**config.mk**
```make
export PLATFORM = sky130hd
export DESIGN_NAME = operand_fetch_unit
export DESIGN_NICKNAME = d
export VERILOG_FILES = /design/src/rtl/operand_fetch_pkg.sv /design/src/rtl/operand_fetch_unit_scoreboard.sv /design/src/rtl/operand_fetch_unit.sv
export SDC_FILE = /design/constraint.sdc
export NUM_CORES = 1
export LEC_CHECK = 0
export ABC_AREA = 1
export ABC_CLOCK_PERIOD_IN_PS = 3000
export CORE_MARGIN = 2
export CORE_UTILIZATION = 43
export DETAILED_ROUTE_END_ITERATION = 10
export PLACE_DENSITY = 0.83
export REMOVE_ABC_BUFFERS = 1
export SETUP_SLACK_MARGIN = 0.3
export SLEW_MARGIN = 20
export SYNTH_ARGS = -nofsm -noshare
export SYNTH_HDL_FRONTEND = slang
export SYNTH_SLANG_ARGS = --single-unit
export TNS_END_PERCENT = 20
```
**constraint.sdc**
```tcl
create_clock -name clk -period 3 [get_ports clk]
set_input_delay 0.6 -clock clk [delete_from_list [all_inputs] [get_ports clk]]
set_output_delay 0.6 -clock clk [all_outputs]
set_load 0.005 [all_outputs]
```
**src/rtl/operand_fetch_pkg.sv**
```systemverilog
// Shared widths, index/word types and output-stage states for the operand fetch unit.
package operand_fetch_pkg;
  localparam int DATA_W = 19;
  localparam int ADDR_W = 3;
  localparam int NREGS  = 8;

  typedef logic [ADDR_W-1:0] reg_idx_t;
  typedef logic [DATA_W-1:0] word_t;

  typedef enum logic {ST_EMPTY, ST_FULL} ofu_state_e;
endpackage

```
**src/rtl/operand_fetch_unit_scoreboard.sv**
```systemverilog
// Busy scoreboard: one bit per register awaiting writeback, hazard queries that see
// the same-cycle writeback, and a registered flag for writebacks to idle registers.
module reg_scoreboard
  import operand_fetch_pkg::*;
(
  input  logic             clk,
  input  logic             rst_n,
  input  logic             set_en,
  input  reg_idx_t         set_reg,
  input  logic             clr_en,
  input  reg_idx_t         clr_reg,
  input  reg_idx_t         q_rs1,
  input  reg_idx_t         q_rs2,
  input  reg_idx_t         q_rd,
  input  logic             q_rd_en,
  output logic [NREGS-1:0] busy,
  output logic             raw_hazard,
  output logic             waw_hazard,
  output logic             wb_spurious
);
  logic [NREGS-1:0] r_busy;
  logic             r_spur;
  logic [NREGS-1:0] w_busy_nxt;
  logic             w_clr_rs1, w_clr_rs2, w_clr_rd;

  // A writeback landing this cycle resolves the hazard on its register.
  assign w_clr_rs1  = clr_en && (clr_reg == q_rs1);
  assign w_clr_rs2  = clr_en && (clr_reg == q_rs2);
  assign w_clr_rd   = clr_en && (clr_reg == q_rd);
  assign raw_hazard = (r_busy[q_rs1] & ~w_clr_rs1) | (r_busy[q_rs2] & ~w_clr_rs2);
  assign waw_hazard = q_rd_en & r_busy[q_rd] & ~w_clr_rd;

  always_comb begin
    w_busy_nxt = r_busy;
    if (clr_en) w_busy_nxt[clr_reg] = 1'b0;
    if (set_en) w_busy_nxt[set_reg] = 1'b1;   // set applied last so it wins
  end

  always_ff @(posedge clk) begin
    if (!rst_n) begin
      r_busy <= '0;
      r_spur <= 1'b0;
    end else begin
      r_busy <= w_busy_nxt;
      r_spur <= clr_en & ~r_busy[clr_reg];
    end
  end

  assign busy        = r_busy;
  assign wb_spurious = r_spur;
endmodule

```
**src/rtl/operand_fetch_unit.sv**
```systemverilog
// Operand fetch: reads both sources from the register file with writeback bypass,
// stalls on scoreboard hazards and holds operands in a 1-entry valid/ready register.
module operand_fetch_unit
  import operand_fetch_pkg::*;
(
  input  logic             clk,
  input  logic             rst_n,
  input  logic             req_valid,
  output logic             req_ready,
  input  reg_idx_t         req_rs1,
  input  reg_idx_t         req_rs2,
  input  reg_idx_t         req_rd,
  input  logic             req_rd_en,
  output reg_idx_t         rf_read_reg1,
  output reg_idx_t         rf_read_reg2,
  input  word_t            rf_data_out1,
  input  word_t            rf_data_out2,
  output reg_idx_t         rf_write_reg,
  output word_t            rf_data_in,
  output logic             rf_write_enable,
  input  logic             wb_valid,
  input  reg_idx_t         wb_reg,
  input  word_t            wb_data,
  output logic             op_valid,
  input  logic             op_ready,
  output word_t            op_a,
  output word_t            op_b,
  output reg_idx_t         op_rd,
  output logic             op_rd_en,
  output logic [NREGS-1:0] busy,
  output logic             wb_spurious
);
  ofu_state_e r_state, w_state_nxt;
  word_t      r_op_a, r_op_b;
  reg_idx_t   r_op_rd;
  logic       r_op_rd_en;
  word_t      w_opa, w_opb;
  logic       w_raw, w_waw, w_accept, w_load;

  assign rf_read_reg1    = req_rs1;
  assign rf_read_reg2    = req_rs2;
  assign rf_write_reg    = wb_reg;
  assign rf_data_in      = wb_data;
  assign rf_write_enable = wb_valid & rst_n;

  // The file only commits the writeback at the edge, so forward it here.
  assign w_opa = (wb_valid && wb_reg == req_rs1) ? wb_data : rf_data_out1;
  assign w_opb = (wb_valid && wb_reg == req_rs2) ? wb_data : rf_data_out2;

  assign req_ready = ((r_state == ST_EMPTY) | op_ready) & ~w_raw & ~w_waw;
  assign w_accept  = req_valid & req_ready;

  reg_scoreboard u_sb (
    .clk        (clk),
    .rst_n      (rst_n),
    .set_en     (w_accept & req_rd_en),
    .set_reg    (req_rd),
    .clr_en     (wb_valid),
    .clr_reg    (wb_reg),
    .q_rs1      (req_rs1),
    .q_rs2      (req_rs2),
    .q_rd       (req_rd),
    .q_rd_en    (req_rd_en),
    .busy       (busy),
    .raw_hazard (w_raw),
    .waw_hazard (w_waw),
    .wb_spurious(wb_spurious)
  );

  always_comb begin
    w_state_nxt = r_state;
    w_load      = 1'b0;
    case (r_state)
      ST_EMPTY: if (w_accept) begin
        w_state_nxt = ST_FULL;
        w_load      = 1'b1;
      end
      ST_FULL: begin
        if (w_accept) begin
          w_load = 1'b1;
        end else if (op_ready) begin
          w_state_nxt = ST_EMPTY;
        end
      end
      default: w_state_nxt = ST_EMPTY;
    endcase
  end

  always_ff @(posedge clk) begin
    if (!rst_n) begin
      r_state    <= ST_EMPTY;
      r_op_a     <= '0;
      r_op_b     <= '0;
      r_op_rd    <= '0;
      r_op_rd_en <= 1'b0;
    end else begin
      r_state <= w_state_nxt;
      if (w_load) begin
        r_op_a     <= w_opa;
        r_op_b     <= w_opb;
        r_op_rd    <= req_rd;
        r_op_rd_en <= req_rd_en;
      end
    end
  end

  assign op_valid = (r_state == ST_FULL);
  assign op_a     = r_op_a;
  assign op_b     = r_op_b;
  assign op_rd    = r_op_rd;
  assign op_rd_en = r_op_rd_en;
endmodule

```
# After elaboration in Yosys (flattened, before gate mapping)

Cells that the tools add are included.

Bits in registers: 52
Output and inout bits: 82
Word-level logic and storage cells: 63

Reductions and logical operators: 5
Multiplexer cells: 20
Order comparisons: 6
Bitwise gates (word level): 22
Equal/unequal tests: 3

Operators by type and width:

| cell                 | count |
|---|---|
| $mux W19             | 2 |
| $lt A3 B4 Y1 const B | 4 |
| $mux W8              | 2 |
| $bmux W1 S3          | 4 |
| $and A1 B1 Y1        | 10 |
| $eq A3 B3 Y1         | 3 |
| $mux W1              | 9 |
| $and A8 B8 Y8        | 1 |
| $not A8 Y8           | 1 |
| $or A8 B8 Y8         | 1 |
| $not A1 Y1           | 7 |
| $demux W1 S3         | 2 |
| $ge A3 B1 Y1 const B | 2 |
| $logic_and A1 B1 Y1  | 5 |
| $or A1 B1 Y1         | 2 |
| $pmux W1 S2          | 1 |

# Depth between registers and ports, before layout

Depth in word-level cells: 11
Mapped depth: 15
Gate-level depth less buffers: 13

# Hierarchy

A second synthesis with hierarchy kept.

Cell total of the unflattened synthesis: 542
Area total of the unflattened synthesis: 3403.3 um2

Modules (own cells, without submodules):

| module             | sequential area each (um2) | instances | cells each | area an instance (um2) |
|---|---|---|---|---|
| operand_fetch_unit | 860.8                      | 1         | 379        | 2580.0 |
| reg_scoreboard     | 180.2                      | 1         | 163        | 823.3 |

# Worst setup path before layout

OpenSTA, ideal clock, no wires.

Kind: input to output
From: input port req_rd[2]
To: output port req_ready
Cell stages on the path: 11
Data required time: 2.400 ns
Path slack: 0.916 ns
Arrival time: 1.484 ns
Buffers on the path: 2
Cell sequence: buf_2 > inv_2 > nor2_1 > nand2_1 > nor2_1 > nor2_1 > nand2_1 > nand2_1 > nand2_1 > nor2_2 > buf_2

Cells in the longest elaborated chain, start to end: 6
Elaborated cells on any way between the ends: 9
Classes of those cells: eq/ne (1); mux (2); bitwise (5); reduce/logical (1)

Ends and longest elaborated chain:

| what                                                                 | line                                                                     | RTL |
|---|---|---|
| start: declaration                                                   | operand_fetch_unit.sv:12                                                 | `input reg_idx_t req_rd,` |
| $bmux W1 S3 or $eq A3 B3 Y1 (tied branches)                          | operand_fetch_unit_scoreboard.sv:31, operand_fetch_unit_scoreboard.sv:29 |  |
| $mux W1 (not written as such) or $logic_and A1 B1 Y1 (tied branches) | operand_fetch_unit_scoreboard.sv:31, operand_fetch_unit_scoreboard.sv:29 |  |
| $and A1 B1 Y1 or $not A1 Y1 (tied branches)                          | operand_fetch_unit_scoreboard.sv:31                                      | `assign waw_hazard = q_rd_en & r_busy[q_rd] & ~w_clr_rd;` |
| $and A1 B1 Y1 (*)                                                    | operand_fetch_unit_scoreboard.sv:31                                      |  |
| $not A1 Y1 (*)                                                       | operand_fetch_unit.sv:50                                                 | `assign req_ready = ((r_state == ST_EMPTY) \| op_ready) & ~w_raw & ~w_waw;` |
| $and A1 B1 Y1 (*)                                                    | operand_fetch_unit.sv:50                                                 |  |
| end: declaration                                                     | operand_fetch_unit.sv:9                                                  | `output logic req_ready,` |

Mark *: on every way between the ends. The rest lies on a longest branch, timed or not. The select of a mux whose other input is x is not followed.

# Worst setup path in the final report

From: input port req_rs1[0]
To: output port req_ready

Cells in the longest elaborated chain, start to end: 8
Elaborated cells on any way between the ends: 10
Classes of those cells: eq/ne (1); mux (2); bitwise (6); reduce/logical (1)

Ends and longest elaborated chain:

| what                                                                | line                                | RTL |
|---|---|---|
| start: declaration                                                  | operand_fetch_unit.sv:10            | `input reg_idx_t req_rs1,` |
| parallel branches: the longest is 3 deep, another holds $bmux W1 S3 | n/a                                 |  |
| $and A1 B1 Y1 (*)                                                   | operand_fetch_unit_scoreboard.sv:30 | `assign raw_hazard = (r_busy[q_rs1] & ~w_clr_rs1) \| (r_busy[q_rs2] & ~w_clr_rs2);` |
| $or A1 B1 Y1 (*)                                                    | operand_fetch_unit_scoreboard.sv:30 |  |
| $not A1 Y1 (*)                                                      | operand_fetch_unit.sv:50            |  |
| $and A1 B1 Y1 (*) (2 in series)                                     | operand_fetch_unit.sv:50            |  |

Every way passes the cells marked *. The select of a mux whose other input is x is not followed.

==> results.toml <==
[run_status]
outcome = "complete, no violations"

[power_and_ir_drop]
leakagePower_nw = 2.00
powerDensity_nw_per_um2 = 373
ir_drop_v = 0.000227

[finish]
final_nets = 690
final_cell_count_no_fill = 712
n_antenna_cell = 0
post-route-util = 0.673
drive_gt1_frac = 0.0552
area_delta_synth_final_pct = 51.1

[placed_design]
place_ws_ns = 0.0317
gp_congestion = 0.945
place_hpwl_mm = 7.13
dp.cells = 704
port_buffers = 156

[worst_setup_path]
crit_path_end_kind = "output pin"
cpMostUsedCell = "nand3_1"
cp_cell_sequence = "clkdlybuf4s50_1, buf_4, nand2_1, nand3_1, nand3_1, nand3_1, nand2_1, nor2_2, dlygate4sd2_1"
crit_arrival_ns = 1.97
crit_path_max_fanout = 5
required_ns = 2.40
slowest_stage = "clkdlybuf4s50_1"
max_stage_delay_ns = 0.49
timing_worst_setup_path_type = "primary input to output pin"
start_kind = "primary input"

[sta]
skew_ns = 0.00797
maxSlewHeadroom = 0.762
setup_viol = 0
worstMarginPinSlew_ns = 0.357
layout_setup_ws_ns = 0.426
period_needed_ns = 2.57
finalHoldViolations = 0
setup-tns-final_ns = 0
post-route-period-util = 0.858
max_freq_ghz = 0.388
rsz0062_at_grt = "no"
final_max_slew_viol_count = 0

[global_route]
use_met1 = 0.289
grt_remaining_overflow = 0
grt_use_total = 0.233
antenna_found_initial = 0
met3_usage = 0.0547
grt_pass1_vias = 3254
grt_pass1_wl_mm = 14.6
use_met2 = 0.405
top_usage_layer = "met2"
grt_start_max_net_pins = 42

[synthesis]
synth-seq-cells = 52
synth_cells = 488
synth_cell_types = 24
avgSynthCellArea_um2 = 6.23
synth_top_family_by_area = "simple AND/OR/NAND/NOR gates"
syn_area_um2 = 3040
post-synth-top-count-cell = "nor2_1"
synthAdderAreaFrac = 0
synth_largest_area_cell = "dfxtp_1"
synth_edf_count = 0
ys_top_cells_by_area = "dfxtp_1 34%, nor2_1 12%, nand2_1 11%, o21ai_0 11%, buf_4 6.9%"
yosys_warnings = 0
synthTopCellsByCount = "100 x nor2_1, 89 x nand2_1, 66 x o21ai_0"
synth_top_area_frac = 0.342
synth_compound_area_frac = 0.178
synth_xor_area_frac = 0
yosys_most_used_dff = "dfxtp_1"
synthMuxAreaShare = 0
yosys.area_share.simple = 0.305
async_flop_share = 0
seq_area_frac_synth = 0.342

[clock_tree]
cts_hold_repair.buffers = 0
cts_inserted_buffers = 5
path_clk_slew_ns = 0.09
clockBufferDepth = 2
clkLatencyLatePin_ns = 0.30
cts-root-buf = "clkbuf_8"
clock_sinks = 52
htree_levels = 2
tritoncts = "yes"

[routing]
ant_nets = 0
drt_iter0_drc = 143
num_vias = 3555
drc = 0
wl_per_cell_um = 13.0
viasPerCell = 4.99
firstDrtPassIters = 4
drt-total-wl_mm = 9.28

[worst_hold_path]
hold_class = "flip-flop to flip-flop"

[die]
rows = 30
start_util = 0.445
core-area_um2 = 6830
die_width_um = 88.1
dieHeight_um = 88.1
die-area_um2 = 7760
io_pins = 157

[job]
maxCapViolations = 0
## cell families (layout without fill, tap and decap cells)
kind of cell / after synthesis / count (layout)
AOI/OAI and AO/OA: 106 / 106
buffers and inverters: 101 / 229
DFF: 52 / 52
and+or+nand+nor: 229 / 229
## path summary, 6_finish.rpt
path / from / cells past startpoint / end / slack (ns)
max: req_rs1[0] / 9 / req_ready / 0.43
min: op_rd_en / 2 / op_rd_en / 0.48
max reg2reg: u_sb.busy[2] / 12 / op_b[15] / 1.10
min reg2reg: op_rd_en / 2 / op_rd_en / 0.48
## per-stage QoR
stage / power (W) / cell area [µm²] / hold slack, ns
after floorplan: 0.000983 / 2680 / 0.457
after global placement: 0.00133 / 4520 / 0.458
after detailed placement: 0.00134 / 4520 / 0.472
after CTS: 0.00173 / 4600 / 0.485
after global routing: 0.00182 / 4600 / 0.507
final: 0.00171 / 4600 / 0.477
## cells in the final DEF, fill, tap and decap left out, drive strengths merged, types with 11 or more instances in the layout
| cell | count |
|---|---|
| dfxtp | 52 |
| o21ai | 90 |
| nand2 | 90 |
| clkdlybuf4s50 | 145 |
| buf | 19 |
| dlygate4sd2 | 11 |
| nand3 | 19 |
| a21oi | 12 |
| inv | 44 |
| nor2 | 101 |
| nand4 | 12 |
## layer usage
metal | up-vias | routed length [µm]
li1 | 1790 | -
met3 | 11 | 832
met5 | - | 0
met4 | 0 | 139
met1 | 1613 | 3900
met2 | 141 | 4400
## layout make-up
cell class | instances | area (µm²)
fillers | 607 | 2240
repair buffers | 175 | 1700
multi-input cells | 335 | 1470
flip-flops and latches | 52 | 1040
inverters | 46 | 174
well taps | 96 | 120
clock buffers | 6 | 72.6
clock inverters | 2 | 16.3
## critical path, delay by kind of cell
| kind | cells | cell delay, ns |
|---|---|---|
| buffers and inverters | 3 | 0.88 |
| and+or+nand+nor | 6 | 0.49 |
## flip-flops by register name (all words and copies together) (netlist names)
signal            count
op_rd_en              1
op_rd                 3
op_valid              1
u_sb.busy             8
u_sb.wb_spurious      1
op_b                 19
op_a                 19
## power by group
part	switching (W)	total [W]	internal, W
clock	0.000227	0.000393	0.000166
combinational	0.000242	0.000545	0.000303
sequential	0.0000287	0.000775	0.000747
total	0.000497	0.00171	0.00122
## timing repair
action	4_1_cts	5_1_grt
cloned	0	0
setup endpoints to repair	1	1
gates resized for setup	12	0
pin swaps	0	1
setup buffers	0	0
Power figures use the tool's default switching activity.
